## config.mk

```make
export PLATFORM = sky130hd
export DESIGN_NAME = calc_entry
export DESIGN_NICKNAME = d
export VERILOG_FILES = /design/src/rtl/calc_entry_pkg.sv /design/src/rtl/calc_entry_acc.sv /design/src/rtl/calc_entry.sv
export SDC_FILE = /design/constraint.sdc
export NUM_CORES = 1
export LEC_CHECK = 0
export BUFFER_PORTS_ARGS = -buffer_cell sky130_fd_sc_hd__buf_4
export CAP_MARGIN = 20
export CORE_MARGIN = 8
export CORE_UTILIZATION = 53
export CTS_CLUSTER_DIAMETER = 100
export DETAILED_ROUTE_END_ITERATION = 16
export HOLD_SLACK_MARGIN = 0.02
export PLACE_DENSITY_LB_ADDON = 0.25
export REMOVE_ABC_BUFFERS = 1
export SLEW_MARGIN = 15
export SYNTH_ARGS = -nofsm -noshare
export SYNTH_HDL_FRONTEND = slang
export SYNTH_SLANG_ARGS = --single-unit
```

## constraint.sdc

```tcl
create_clock -name clk -period 3.5 [get_ports clk]
set_input_delay 0 -clock clk [delete_from_list [all_inputs] [get_ports clk]]
set_output_delay 0 -clock clk [all_outputs]
set_load 0.01 [all_outputs]
```

## src/rtl/calc_entry_pkg.sv

```systemverilog
// Shared key-command, operator and state encodings for the calculator entry stage.
`default_nettype none

package calc_entry_pkg;

  localparam int IC_N = 5;
  typedef logic [IC_N-1:0] ic_t;

  localparam ic_t IC_NONE = 5'd0;
  localparam ic_t IC_D0   = 5'd1;
  localparam ic_t IC_D1   = 5'd2;
  localparam ic_t IC_D2   = 5'd3;
  localparam ic_t IC_D3   = 5'd4;
  localparam ic_t IC_D4   = 5'd5;
  localparam ic_t IC_D5   = 5'd6;
  localparam ic_t IC_D6   = 5'd7;
  localparam ic_t IC_D7   = 5'd8;
  localparam ic_t IC_D8   = 5'd9;
  localparam ic_t IC_D9   = 5'd10;
  localparam ic_t IC_ADD  = 5'd11;
  localparam ic_t IC_SUB  = 5'd12;
  localparam ic_t IC_MUL  = 5'd13;
  localparam ic_t IC_DIV  = 5'd14;
  localparam ic_t IC_EQ   = 5'd15;
  localparam ic_t IC_CLR  = 5'd16;

  typedef enum logic [1:0] {
    OP_ADD = 2'd0,
    OP_SUB = 2'd1,
    OP_MUL = 2'd2,
    OP_DIV = 2'd3
  } op_t;

  typedef enum logic [2:0] {
    S_A    = 3'd0,
    S_OP   = 3'd1,
    S_B    = 3'd2,
    S_REQ  = 3'd3,
    S_WAIT = 3'd4,
    S_SHOW = 3'd5,
    S_ERR  = 3'd6
  } state_t;

endpackage

`default_nettype wire

```

## src/rtl/calc_entry_acc.sv

```systemverilog
// Decimal digit accumulator: val*10+d with DIGITS saturation and leading-zero suppression.
`default_nettype none

module calc_entry_acc #(
  parameter int DIGITS = 4,
  parameter int WIDTH  = 16
) (
  input  logic             clk,
  input  logic             rst_n,
  input  logic             clr,
  input  logic             load,
  input  logic             shift,
  input  logic [3:0]       d,
  output logic [WIDTH-1:0] val,
  output logic [WIDTH-1:0] val_next
);

  localparam int CW = $clog2(DIGITS + 1);
  localparam logic [WIDTH-1:0] TEN = WIDTH'(10);
  localparam logic [CW-1:0] MAX_CNT = CW'(DIGITS);

  logic [CW-1:0] count;
  logic [CW-1:0] count_next;

  always_comb begin
    val_next   = val;
    count_next = count;
    if (clr) begin
      val_next   = '0;
      count_next = '0;
    end else if (load) begin
      val_next   = WIDTH'(d);
      count_next = (d != 4'd0) ? CW'(1) : CW'(0);
    end else if (shift) begin
      // Zeros typed while the operand is still zero are not significant digits.
      if (!(val == '0 && d == 4'd0) && count < MAX_CNT) begin
        val_next   = val * TEN + WIDTH'(d);
        count_next = count + CW'(1);
      end
    end
  end

  always_ff @(posedge clk or negedge rst_n) begin
    if (!rst_n) begin
      val   <= '0;
      count <= '0;
    end else begin
      val   <= val_next;
      count <= count_next;
    end
  end

endmodule

`default_nettype wire

```

## src/rtl/calc_entry.sv

```systemverilog
// Calculator operand/operator entry: consumes key commands, issues arithmetic requests, shows results.
`default_nettype none

module calc_entry
  import calc_entry_pkg::*;
#(
  parameter int DIGITS = 4,
  parameter int WIDTH  = 16
) (
  input  logic             clk,
  input  logic             rst_n,
  input  ic_t              cmd,
  output logic             ack,
  output logic             req_valid,
  input  logic             req_ready,
  output logic [WIDTH-1:0] req_a,
  output logic [WIDTH-1:0] req_b,
  output logic [1:0]       req_op,
  input  logic             res_valid,
  input  logic [WIDTH-1:0] res_val,
  input  logic             res_err,
  output logic [WIDTH-1:0] disp_val,
  output logic             disp_err
);

  state_t state, state_d;
  op_t    op, next_op, key_op;
  logic   pending;
  logic [WIDTH-1:0] a, val, val_next;
  logic   is_dig, is_opk, is_eq, is_clr;
  logic [3:0] dig;
  logic   acc_clr, acc_load, acc_shift;

  always_comb begin
    is_dig = (cmd >= IC_D0) && (cmd <= IC_D9);
    is_opk = (cmd >= IC_ADD) && (cmd <= IC_DIV);
    is_eq  = (cmd == IC_EQ);
    is_clr = (cmd == IC_CLR);
    dig    = 4'(cmd - IC_D0);
    key_op = op_t'(2'(cmd - IC_ADD));
  end

  always_ff @(posedge clk or negedge rst_n) begin
    if (!rst_n) state <= S_A;
    else        state <= state_d;
  end

  always_comb begin
    state_d = state;
    ack     = 1'b0;
    case (state)
      S_A: begin
        ack = (cmd != IC_NONE);
        if (is_opk) state_d = S_OP;
      end
      S_OP: begin
        ack = (cmd != IC_NONE);
        if (is_dig) state_d = S_B;
      end
      S_B: begin
        ack = (cmd != IC_NONE);
        if (is_opk || is_eq) state_d = S_REQ;
      end
      S_REQ: begin
        if (req_ready) state_d = S_WAIT;
      end
      S_WAIT: begin
        if (res_valid) state_d = res_err ? S_ERR : (pending ? S_OP : S_SHOW);
      end
      S_SHOW: begin
        ack = (cmd != IC_NONE);
        if (is_dig)      state_d = S_A;
        else if (is_opk) state_d = S_OP;
      end
      S_ERR: begin
        ack = is_clr;
      end
      default: state_d = S_A;
    endcase
    if (ack && is_clr) state_d = S_A;
  end

  always_comb begin
    acc_clr   = ack && is_clr;
    acc_load  = ack && is_dig && (state == S_OP || state == S_SHOW);
    acc_shift = ack && is_dig && (state == S_A || state == S_B);
  end

  calc_entry_acc #(.DIGITS(DIGITS), .WIDTH(WIDTH)) u_acc (
    .clk      (clk),
    .rst_n    (rst_n),
    .clr      (acc_clr),
    .load     (acc_load),
    .shift    (acc_shift),
    .d        (dig),
    .val      (val),
    .val_next (val_next)
  );

  // req_b doubles as the latched right operand.
  always_ff @(posedge clk or negedge rst_n) begin
    if (!rst_n) begin
      a         <= '0;
      op        <= OP_ADD;
      next_op   <= OP_ADD;
      pending   <= 1'b0;
      disp_val  <= '0;
      disp_err  <= 1'b0;
      req_valid <= 1'b0;
      req_a     <= '0;
      req_b     <= '0;
      req_op    <= OP_ADD;
    end else if (ack && is_clr) begin
      a        <= '0;
      req_b    <= '0;
      pending  <= 1'b0;
      disp_val <= '0;
      disp_err <= 1'b0;
    end else begin
      case (state)
        S_A, S_OP, S_B, S_SHOW: begin
          if (ack && is_dig) begin
            disp_val <= val_next;
            if (state == S_SHOW) a <= '0;
          end else if (ack && is_opk) begin
            op <= key_op;
            if (state == S_A) a <= val;
          end
          if (state == S_B && ack && (is_opk || is_eq)) begin
            req_valid <= 1'b1;
            req_a     <= a;
            req_b     <= val;
            req_op    <= op;
            pending   <= is_opk;
            next_op   <= key_op;
          end
        end
        S_REQ: begin
          if (req_ready) req_valid <= 1'b0;
        end
        S_WAIT: begin
          if (res_valid) begin
            if (res_err) begin
              disp_err <= 1'b1;
            end else begin
              a        <= res_val;
              disp_val <= res_val;
              if (pending) op <= next_op;
            end
          end
        end
        default: ;
      endcase
    end
  end

endmodule

`default_nettype wire

```

Word-level counts from Yosys, hierarchy flattened
Cells that the tools add are included.
{ "word_totals": {"register_bits": 95, "latchBits": 0, "mem_bits_rw": 0, "rom_bits": 0, "in_bits": 26, "output_inout_bits": 53, "wordCells": 139, "n_memories": 0} }
{ "classes": {"add_sub_neg": 4, "multipliers": 1, "div_mod_pow": 0, "order_cmp": 5, "eq_ne": 25, "shifts": 0, "muxes": 50, "bitwise": 1, "n_reduce_logical": 40} }
{ "op_table": {"columns": ["operator", "n"], "rows": [
  ["16-bit 2-to-1 mux", 16],
  ["16-bit one-hot mux with 2 select lines", 2],
  ["3-bit 2-to-1 mux", 13],
  ["3-bit one-hot mux with 7 select lines", 1],
  ["16-bit by 4-bit adder with 16-bit output", 1],
  ["16-bit logical NOT", 1],
  ["16-bit by 3-bit multiplier with 15-bit output, second input constant", 1],
  ["3-bit inequality test, second input constant", 5],
  ["2-bit nonzero test", 7],
  ["2-bit inequality test, second input constant", 6],
  ["1-bit logical AND", 11],
  ["5-bit by 4-bit less-or-equal comparator with 1-bit output, second input constant", 2],
  ["1-bit 2-to-1 mux", 10],
  ["2-bit 2-to-1 mux", 5],
  ["3-bit == test, second input constant", 3],
  ["3-bit nonzero test", 3],
  ["4-bit by 1-bit inequality test with 1-bit output, second input constant", 2],
  ["4-bit AND reduction", 2],
  ["7-bit AND reduction", 1],
  ["3-bit by 2-bit == test with 1-bit output, second input constant", 2],
  ["3-bit AND reduction", 2],
  ["6-bit AND reduction", 1],
  ["5-bit by 4-bit == test with 1-bit output, second input constant", 1],
  ["5-bit == test, second input constant", 1],
  ["other kinds (22)", 27]
]} }

Longest topological paths before layout
Gate-level depths: netlist (run 1).
{ "depth": {"word_depth": 12, "ltp_mapped": 14, "ltp_nobuf": 14} }

Cells and area by module
From an unflattened synthesis (run 1), not the netlist that was laid out.
{ "hier_totals": {"cells_unflattened": 581, "hier_area_um2": 5660.4} }
{ "modules_own_cells": {"columns": ["module", "instances", "cells_each", "area_each_um2", "seq_area_each_um2"], "rows": [
  ["calc_entry", 1, 371, 3717.3, 1901.8],
  ["calc_entry_acc", 1, 210, 1943.1, 475.5]
]} }

Worst setup path before layout (run 1)
No wires, ideal clock.
{ "synth_timing": {"kind": "register -> register", "startpoint": "reg u_acc.val[1]", "endpoint": "reg disp_val[14]", "setup_ns": 0.126, "t_arrival_ns": 3.190, "required_time_ns": 3.374, "path_slack_ns": 0.184, "stages_incl_launch_ff": 12, "n_path_buf": 0, "synth_period_minus_slack_ns": 3.316, "cell_sequence": "dfrtp_1 ha_1 ha_1 fa_1 a211oi_1 o22ai_1 or4_4 a2111oi_2 nand3_1 xor2_1 o21ai_2 a221o_1"} }
{ "synth_via": {"elab_chain_len": 11, "elab_cells_between_ends": 13, "cone_classes": "add/sub (1); mul (1); mux (7); reduce/logical (4)"} }
{ "synth_lines": {"columns": ["element", "line_no", "rtl"], "rows": [
  ["start, declared", "calc_entry_acc.sv:14", "output logic [WIDTH-1:0] val,"],
  ["start signal, assigned", "calc_entry_acc.sv:48", "val <= val_next;"],
  ["parallel branches: the longest is 4 deep, another holds 16-bit by 3-bit multiplier with 15-bit output", null, null],
  ["16-bit 2-to-1 mux (*)", "calc_entry_acc.sv:36", "if (!(val == '0 && d == 4'd0) && count < MAX_CNT) begin"],
  ["16-bit 2-to-1 mux (*)", "calc_entry_acc.sv:34", "end else if (shift) begin"],
  ["16-bit 2-to-1 mux (*)", "calc_entry_acc.sv:31", "end else if (load) begin"],
  ["16-bit 2-to-1 mux (*)", "calc_entry_acc.sv:28", "if (clr) begin"],
  ["named net u_acc.val_next[14]", "calc_entry_acc.sv:15", "output logic [WIDTH-1:0] val_next"],
  ["16-bit 2-to-1 mux (*)", "calc_entry.sv:122", "if (ack && is_dig) begin"],
  ["16-bit one-hot mux with 2 select lines (*)", "calc_entry.sv:120", "case (state)"],
  ["16-bit 2-to-1 mux (*)", "calc_entry.sv:113", "end else if (ack && is_clr) begin"],
  ["end signal, assigned", "calc_entry.sv:123", "disp_val <= val_next;"],
  ["end signal, assigned", "calc_entry.sv:147", "disp_val <= res_val;"],
  ["end, declared", "calc_entry.sv:22", "output logic [WIDTH-1:0] disp_val,"]
]} }
Mark *: on every way through the listed nets, which the timed path passes. The select of a mux whose other input is x is not followed.
A chain may end at the register's enable or synchronous reset.

Final worst setup path (run 1)
Ends and elaborated chain as after synthesis.

==> out/metrics.yaml, run 1 <==
placed_area_um2: 6610
setup_violations: 0
path_clk_slew_ps: 100
status: "complete, no violations"
p_leak_nw: 3.34
rows: 38
setup_tns_ps: 0
clkPwrFrac: 0.129
power-per-cell-area_nw_per_um2: 935
drc_errors: 0
grt_first_pass_wirelength_um: 25600
num_vias: 4877
fin_area_um2: 6990
worst_slew_pin_slew_ps: 1020
worstSetupStartpointType: "flip-flop"
nets: 753
syn_area_um2: 5800
track_usage: 0.220
antenna_cells: 0
report.final.slew_viol_count: 0
synth_area_leaders: "dfrtp_1, ha_1, nand2_1"
crit_required_ps: 3760
multiInputGateArea_um2: 3240
holdPathStages: 4
cp.arrival_ps: 3540
switchingPower_mw: 2.81
fmaxAchievable_ghz: 0.305
skew_ps: 13.4
cts_tree: "built"
chipHeight_um: 121
die-area_um2: 14500
comb_power_share: 0.579
cp_top_family: "compound AO/OA/AOI/OAI gates"
pin_count: 79
port_buffers: 78
crit_buf_inv: 0
grt_pass1_vias: 5043
routed_wl_um: 15600
vias_per_cell: 5.83
path_max_fanout: 3
r2r-start: "u_acc.val[1]"
async_flop_share: 1.00
synth_common_cells: "dfrtp_1, nand2_1, nor2_1"
internal_power_mw: 3.73
cp-end-kind: "flip-flop"
fin_crit_ps: 3280
timing.critical_path.slowest_stage_cell: "or4_4"
hold_viol: 0
critPathMaxStageDelay_ps: 440
clock_sinks: 95
rsz0062_at_grt: "false"
met2_usage: 0.358
reg2reg_depth: 11
h-tree-depth: 3
grt.busiest_layer: "met2"
synthCells: 602
insertion_delay_ps: 380
swShare: 0.429
synth_edf_count: 0
drive_above_1_share: 0.258
final_util: 0.650
synth.avg_cell_area_um2: 9.63
holdPathEnd: "disp_val[2]"
num-fill-cells: 898
ir_drop_v: 0.000410
register_area_um2: 2380
ys_ff_latch: 95
min_path_type: "input port to flip-flop"
clockRootBuffer: "clkbuf_8"
fp.dieW_um: 121
yosysSeqAreaShare: 0.410
use_met1: 0.278
clk_path_buf_depth: 2
grt_max_degree: 80
drt_iter0_drc: 349
antenna_found_initial: 0
r2r_end: "disp_val[14]"
ys_types: 78
area_growth_pct: 20.5
met3_usage: 0.0462
yosysTopAreaCell: "dfrtp_1"
synth.most_common_cell: "dfrtp_1"
pwr-share-seq: 0.292
period_share: 0.938
grt_overflow: 0
synthFlopType: "dfrtp_1"
synth_top_area_share: 0.410
cts_made_buffers: 9
dp_hpwl_um: 11300
start_util: 0.540
crit_chain: "ha_1 > ha_1 > fa_2 > a211oi_2 > o22ai_1 > or4_4 > a2111oi_2 > nand3_1 > xor2_1 > o21ai_2 > a221o_1"
routedWlPerCell_um: 18.7
r2r_setup_slack_ps: 220
core_um2: 10700
yosysWarningCount: 0
drt-pass1-iter-count: 4
min-delay-start: "res_val[2]"
timing.max_cap.violations: 0
drt.antenna.violating_nets: 0
maxSlewHeadroom: 0.318
place_congestion: 0.936
cpMostUsedCell: "ha_1"
criticalPathCategory: "flip-flop to flip-flop"
-- final cells by class --
class	instances	share of cell area
inverter	15	0.00806
clock buffer	11	0.0202
sequential	95	0.340
timing repair buffer	114	0.131
multi-input combinational	457	0.463
tap	140	0.0251
clock inverter	5	0.0127
-- timing repair --
item	in CTS	in global routing
gates resized for setup	0	2
setup endpoints to repair	0	2
buffers inserted	0	2
hold endpoints to repair	87	0
hold buffers	10	0
-- worst min-delay path: cells and delay by family --
| kind | cells | cell delay, ps |
|---|---|---|
| AO/OA/AOI/OAI | 2 | 190 |
| AND/OR/NAND/NOR | 1 | 60 |
| buffers and inverters | 1 | 110 |
-- worst max-delay path by stage --
| stage | cells past startpoint | to | slack (ps) | start |
|---|---|---|---|---|
| 6_report | 11 | disp_val[14] | 220 | u_acc.val[1] |
| 4_1_cts | 11 | disp_val[14] | 90 | u_acc.val[1] |
| 2_1_floorplan | 3 | next_op[0] | -140 | state[1] |
| 3_5_place_dp | 11 | disp_val[14] | 120 | u_acc.val[1] |
| 5_1_grt | 10 | disp_val[14] | 40 | u_acc.val[5] |
| 3_3_place_gp | 11 | disp_val[14] | 170 | u_acc.val[1] |
-- per-layer routing --
layer  vias to the layer above  share of wire
met4                         0          0.029
met1                      2353           0.43
met2                       155           0.48
li1                       2334              -
met3                        35          0.060
met5                         -              0
-- stage by stage --
step / power [mW] / hold WS (ps) / setup slack (ps) / cells
6_report: 6.54 / 26.0 / 218 / 837
5_1_grt: 7.04 / 22.9 / 37.0 / 837
4_1_cts: 6.53 / 25.0 / 94.1 / 834
3_5_place_dp: 5.66 / 226 / 119 / 808
3_3_place_gp: 5.57 / 213 / 168 / 808
2_1_floorplan: 4.33 / -296 / -138 / 567
-- cells in the final DEF (no fill, tap or decap), types with 6 or more instances in the layout --
master         count
a21o_1             6
a21oi_1           35
a31oi_1           11
and2_1             8
buf_4            102
clkbuf_8          10
dfrtp_1           95
dlygate4sd3_1     10
ha_1              33
inv_1             15
mux2_2            28
mux2_4            10
nand2_1           87
nand3_1           13
nor2_1            46
nor2b_1            7
o21ai_0           38
xnor2_1           10
xor2_1            12
-- sequential cells by signal, indices dropped and copies added (netlist names) --
register	flops
pending	1
req_op	2
req_a	16
state	3
req_b	16
u_acc.count	3
u_acc.val	16
disp_err	1
a	16
next_op	2
disp_val	16
op	2
req_valid	1
-- power groups by stage --
stage                     sequential, mW  combinational (mW)  clock, mW
after floorplan                     2.01                2.32          0
after global placement              1.91                3.66          0
after detailed placement            1.93                3.74          0
after CTS                           1.91                3.77      0.857
after global routing                1.97                4.17      0.901
final                               1.91                3.78      0.845
-- kinds of logic (layout without fill, tap and decap cells) --
| group | Yosys count | in the layout | share of synthesized area |
|---|---|---|---|
| buf+inv | 50 | 145 | 0.0382 |
| fa+ha+maj | 35 | 35 | 0.0781 |
| simple gates | 203 | 203 | 0.170 |
| compound gates | 154 | 154 | 0.182 |
| xor+xnor | 22 | 22 | 0.0332 |
| mux | 43 | 43 | 0.0889 |
| flops | 95 | 95 | 0.410 |
(Power assumes the default switching activity.)
==> run 2: changes to the inputs <==
--- a/config.mk
+++ b/config.mk
@@ -10,6 +10,7 @@
 export CORE_MARGIN = 8
 export CORE_UTILIZATION = 53
 export CTS_CLUSTER_DIAMETER = 100
+export CTS_CLUSTER_SIZE = 20
 export DETAILED_ROUTE_END_ITERATION = 16
 export HOLD_SLACK_MARGIN = 0.02
 export PLACE_DENSITY_LB_ADDON = 0.25
==> constraint.sdc (replaced) <==
create_clock -name clk -period 3.5 [get_ports clk]
set_input_delay 0.175 -clock clk [delete_from_list [all_inputs] [get_ports clk]]
set_output_delay 0.175 -clock clk [all_outputs]
set_load 0.01 [all_outputs]
==> run 2 against run 1 <==
Compared with the run above:
- cell count fell by 1.2%
- non-clock buffer count down 10
- register-to-register slack worse by 80 ps
- via count decreased by 0.57%
- power fell by 0.61%
- sequential share of layout area increased by 0.49 points
- sequential power hardly changed
- global-route usage shrank 0.36 points
- die area unchanged
- combinational power increased by 1%
- maximum frequency decreased by 2.4%
- critical path type unchanged
- critical endpoint is now disp_val[13]
- largest cell class unchanged
==> out/metrics.yaml, run 2 (synthesis results as in run 1) <==
status: "complete, no violations"
final_cell_mix: "buf_4, dfrtp_1, nand2_1, nor2_1, o21ai_0"
stdcell_count: 827
worstSetupStartpointType: "flip-flop"
p_leak_nw: 3.28
routed_wl_um: 15700
cp.arrival_ps: 3630
drt-pass1-iter-count: 5
fp.dieW_um: 121
maxSlewHeadroom: 0.452
met2_usage: 0.362
pin_count: 79
worst_slew_pin_slew_ps: 819
insertion_delay_ps: 370
drive_above_1_share: 0.261
layout_commonest_cell: "buf_4"
drc_errors: 0
power-per-cell-area_nw_per_um2: 943
clock_sinks: 95
h-tree-depth: 3
clockRootBuffer: "clkbuf_8"
fin_crit_ps: 3360
timing.max_cap.violations: 0
skew_ps: 15.8
grt_first_pass_wirelength_um: 25100
criticalPathCategory: "flip-flop to flip-flop"
area_growth_pct: 18.8
vias_per_cell: 5.86
report.final.slew_viol_count: 0
antenna_cells: 0
fin_ws_ps: 138
setup_violations: 0
routedWlPerCell_um: 19.0
rows: 38
chipHeight_um: 121
num-fill-cells: 905
start_util: 0.540
drt.antenna.violating_nets: 0
hold_viol: 0
num_vias: 4849
grt_pass1_vias: 4913
ir_drop_v: 0.000391
clk_path_buf_depth: 2
track_usage: 0.216
nets: 743
dp.cells: 809
met3_usage: 0.0434
min_path_type: "input port to flip-flop"
die-area_um2: 14500
place_congestion: 0.933
cts_tree: "built"
cts_made_buffers: 9
core_um2: 10700
crit_required_ps: 3770
drt_iter0_drc: 341
fmaxAchievable_ghz: 0.297
grt.busiest_layer: "met2"
period_share: 0.961
use_met1: 0.266
dp_hpwl_um: 11400
path_max_fanout: 4
grt_max_degree: 81
port_buffers: 78
antenna_found_initial: 0
cp-end-kind: "flip-flop"
dp_slack_ps: 114
final_util: 0.641
path_clk_slew_ps: 110
grt_overflow: 0
finalPower_mw: 6.50
whs_ps: 110
[run 2: cell types whose count changed in the layout (fill, tap and decap cells not counted), sizes merged]
cell	before	now
clkbuf	11	10
buf	104	103
bufinv	2	1
clkinv	1	3
dlygate4sd3	10	1
[run 2: timing repair]
| item | 4_1_cts | 5_1_grt |
|---|---|---|
| setup endpoints to repair | 0 | 2 |
| resized for setup | 0 | 3 |
| hold buffers | 1 | 0 |
| endpoints found under the hold margin | 74 | 0 |
| buffers inserted | 0 | 0 |
[run 2: final timing paths]
kind / cells after the start / slack (ps) / to / start
worst max-delay path: 11 / 140 / disp_val[13] / u_acc.val[1]
worst min-delay path: 3 / 110 / disp_err / res_err
worst max register to register: 11 / 140 / disp_val[13] / u_acc.val[1]
worst min register to register: 2 / 490 / disp_val[2] / disp_val[2]
max in group asynchronous: 3 / 2720 / req_a[5] / rst_n
min in group asynchronous: 2 / 210 / u_acc.count[0] / rst_n
[run 2: stage by stage]
step | setup TNS (ps) | cell area (um^2)
after floorplan | -4190 | 5630
after global placement | 0 | 6630
after detailed placement | 0 | 6630
after CTS | 0 | 6840
after global routing | -2.54 | 6890
final | 0 | 6890
[run 2: cell type report]
type                            count  area [um^2]  area share
Sequential cell                    95         2380       0.345
Timing Repair Buffer              104          828       0.120
Tap cell                          140          175      0.0254
Clock inverter                      6         76.3      0.0111
Multi-Input combinational cell    457         3250       0.472
Inverter                           15         56.3     0.00817
Clock buffer                       10          128      0.0185
[run 2: critical path, cell delays in order (launching register included)]
cell and delay [ps]:
dfrtp_1 400, ha_1 300, ha_1 250, fa_2 390, a21o_1 230, a221oi_4 370, xor2_1 410, nor2_1 130
nand4_1 140, xor2_1 190, a211oi_2 110, a221o_1 360
[run 2: routing by layer]
layer | vias up | share of wire | routed length, um
li1 | 2318 | - | -
met1 | 2357 | 0.44 | 6860
met2 | 142 | 0.48 | 7490
met3 | 32 | 0.056 | 885
met4 | 0 | 0.029 | 460
met5 | - | 0 | 0
[run 2: power breakdown]
part | leakage [nW] | internal [mW] | switching [mW]
registers | 1.23 | 1.56 | 0.352
clock network | 0.103 | 0.342 | 0.417
logic | 1.95 | 1.73 | 2.09
==> run 3: changes to the inputs <==
--- a/config.mk
+++ b/config.mk
@@ -8,7 +8,7 @@
 export BUFFER_PORTS_ARGS = -buffer_cell sky130_fd_sc_hd__buf_4
 export CAP_MARGIN = 20
 export CORE_MARGIN = 8
-export CORE_UTILIZATION = 53
+export CORE_UTILIZATION = 45
 export CTS_CLUSTER_DIAMETER = 100
 export CTS_CLUSTER_SIZE = 20
 export DETAILED_ROUTE_END_ITERATION = 16
==> run 3 against run 2 <==
Compared with the run above:
- critical path depth shrank 1
- worst hold slack improved by 3.3 ps
- via count down 0.64%
- clock skew decreased by 5.0 ps
- utilization down 8.9 points
- critical path type unchanged
- highest routed layer unchanged
==> out/metrics.yaml, run 3 (synthesis results as in run 1) <==
stdcell_count: 858
whs_ps: 113
cts_tree: "built"
clock_sinks: 95
skew_ps: 10.8
setup_tns_ps: 0
antenna_cells: 0
power-per-cell-area_nw_per_um2: 951
path_max_fanout: 6
insertion_delay_ps: 360
core_um2: 12600
criticalPathCategory: "flip-flop to flip-flop"
min_path_type: "input port to flip-flop"
grt_max_degree: 43
fin_area_um2: 6970
clk_path_buf_depth: 2
clkPwrFrac: 0.141
routed_wl_um: 15900
drt-pass1-iter-count: 6
path_clk_slew_ps: 70
pwr-share-seq: 0.292
worstSetupStartpointType: "flip-flop"
die-area_um2: 16800
start_util: 0.460
crit_required_ps: 3740
track_usage: 0.198
chipHeight_um: 130
final_cell_mix: "buf_4, dfrtp_1, nand2_1, nor2_1, o21ai_0"
nets: 743
hold_viol: 0
finalPower_mw: 6.63
num-fill-cells: 1183
timing.max_cap.violations: 0
rsz0062_at_grt: "false"
multiInputGateArea_um2: 3260
place_congestion: 0.915
dp.cells: 842
cp-end-kind: "flip-flop"
period_share: 0.951
swShare: 0.428
cts_made_buffers: 9
grt_first_pass_wirelength_um: 25700
ir_drop_v: 0.000347
vias_per_cell: 5.62
register_area_um2: 2380
fin_ws_ps: 170
clockRootBuffer: "clkbuf_16"
placed_area_um2: 6660
cts_setup_buffers: 0
area_growth_pct: 20.3
fin_crit_ps: 3330
p_leak_nw: 3.31
port_buffers: 78
status: "complete, no violations"
routedWlPerCell_um: 18.5
drc_errors: 0
internal_power_mw: 3.79
rows: 41
drt_iter0_drc: 277
drt.antenna.violating_nets: 0
worst_slew_pin_slew_ps: 962
setup_violations: 0
report.final.slew_viol_count: 0
r2r_setup_slack_ps: 170
final_util: 0.553
layout_commonest_cell: "buf_4"
num_vias: 4818
antenna_found_initial: 0
fmaxAchievable_ghz: 0.300
dp_hpwl_um: 11800
grt_overflow: 0
comb_power_share: 0.566
switchingPower_mw: 2.84
pin_count: 79
grt_pass1_vias: 4917
drive_above_1_share: 0.261
fp.dieW_um: 130
dp_slack_ps: 63.7
h-tree-depth: 3
cp.arrival_ps: 3570
maxSlewHeadroom: 0.356
## run 3: critical path: stages (launching register included)
cell and delay, ps:
dfrtp_1 450, ha_1 320, ha_1 380, a21o_4 260, a2111oi_0 450, mux2i_1 220, a2111oi_4 370, nand3_1 150
xor2_1 190, o21ai_2 80, a221o_1 340
## run 3: final cells by class
class | count | share of cell area
clock inverter | 4 | 0.00431
tap | 172 | 0.0309
sequential | 95 | 0.341
clock buffer | 11 | 0.0348
inverter | 15 | 0.00807
timing repair buffer | 104 | 0.114
multi-input combinational | 457 | 0.467
## run 3: power groups by stage
stage	combinational [mW]	sequential (mW)	clock (mW)
6_report	3.75	1.94	0.938
5_1_grt	4.16	2.00	1.01
3_5_place_dp	3.72	1.95	0
2_1_floorplan	2.32	2.01	0
3_3_place_gp	3.65	1.94	0
4_1_cts	3.74	1.94	0.964
## run 3: final timing paths
kind,start,to,depth (start not counted)
max reg2reg,u_acc.val[5],disp_val[14],10
min,res_err,disp_err,3
min in group asynchronous,rst_n,req_b[11],2
max,u_acc.val[5],disp_val[14],10
max in group asynchronous,rst_n,disp_val[0],3
min reg2reg,disp_val[2],disp_val[2],2
## run 3: repair_timing
item                                    CTS  global route
hold buffers                              1             0
hold endpoints to repair                 40             0
resized for setup                         0             4
endpoints found under the setup margin    0             2
## run 3: routing by layer
layer / vias to the layer above / wire length (um) / global-route usage
li1: 2313 / - / -
met1: 2358 / 7080 / 0.247
met2: 127 / 7620 / 0.327
met3: 20 / 885 / 0.0423
met4: 0 / 297 / 0.0786
met5: - / 0 / 0
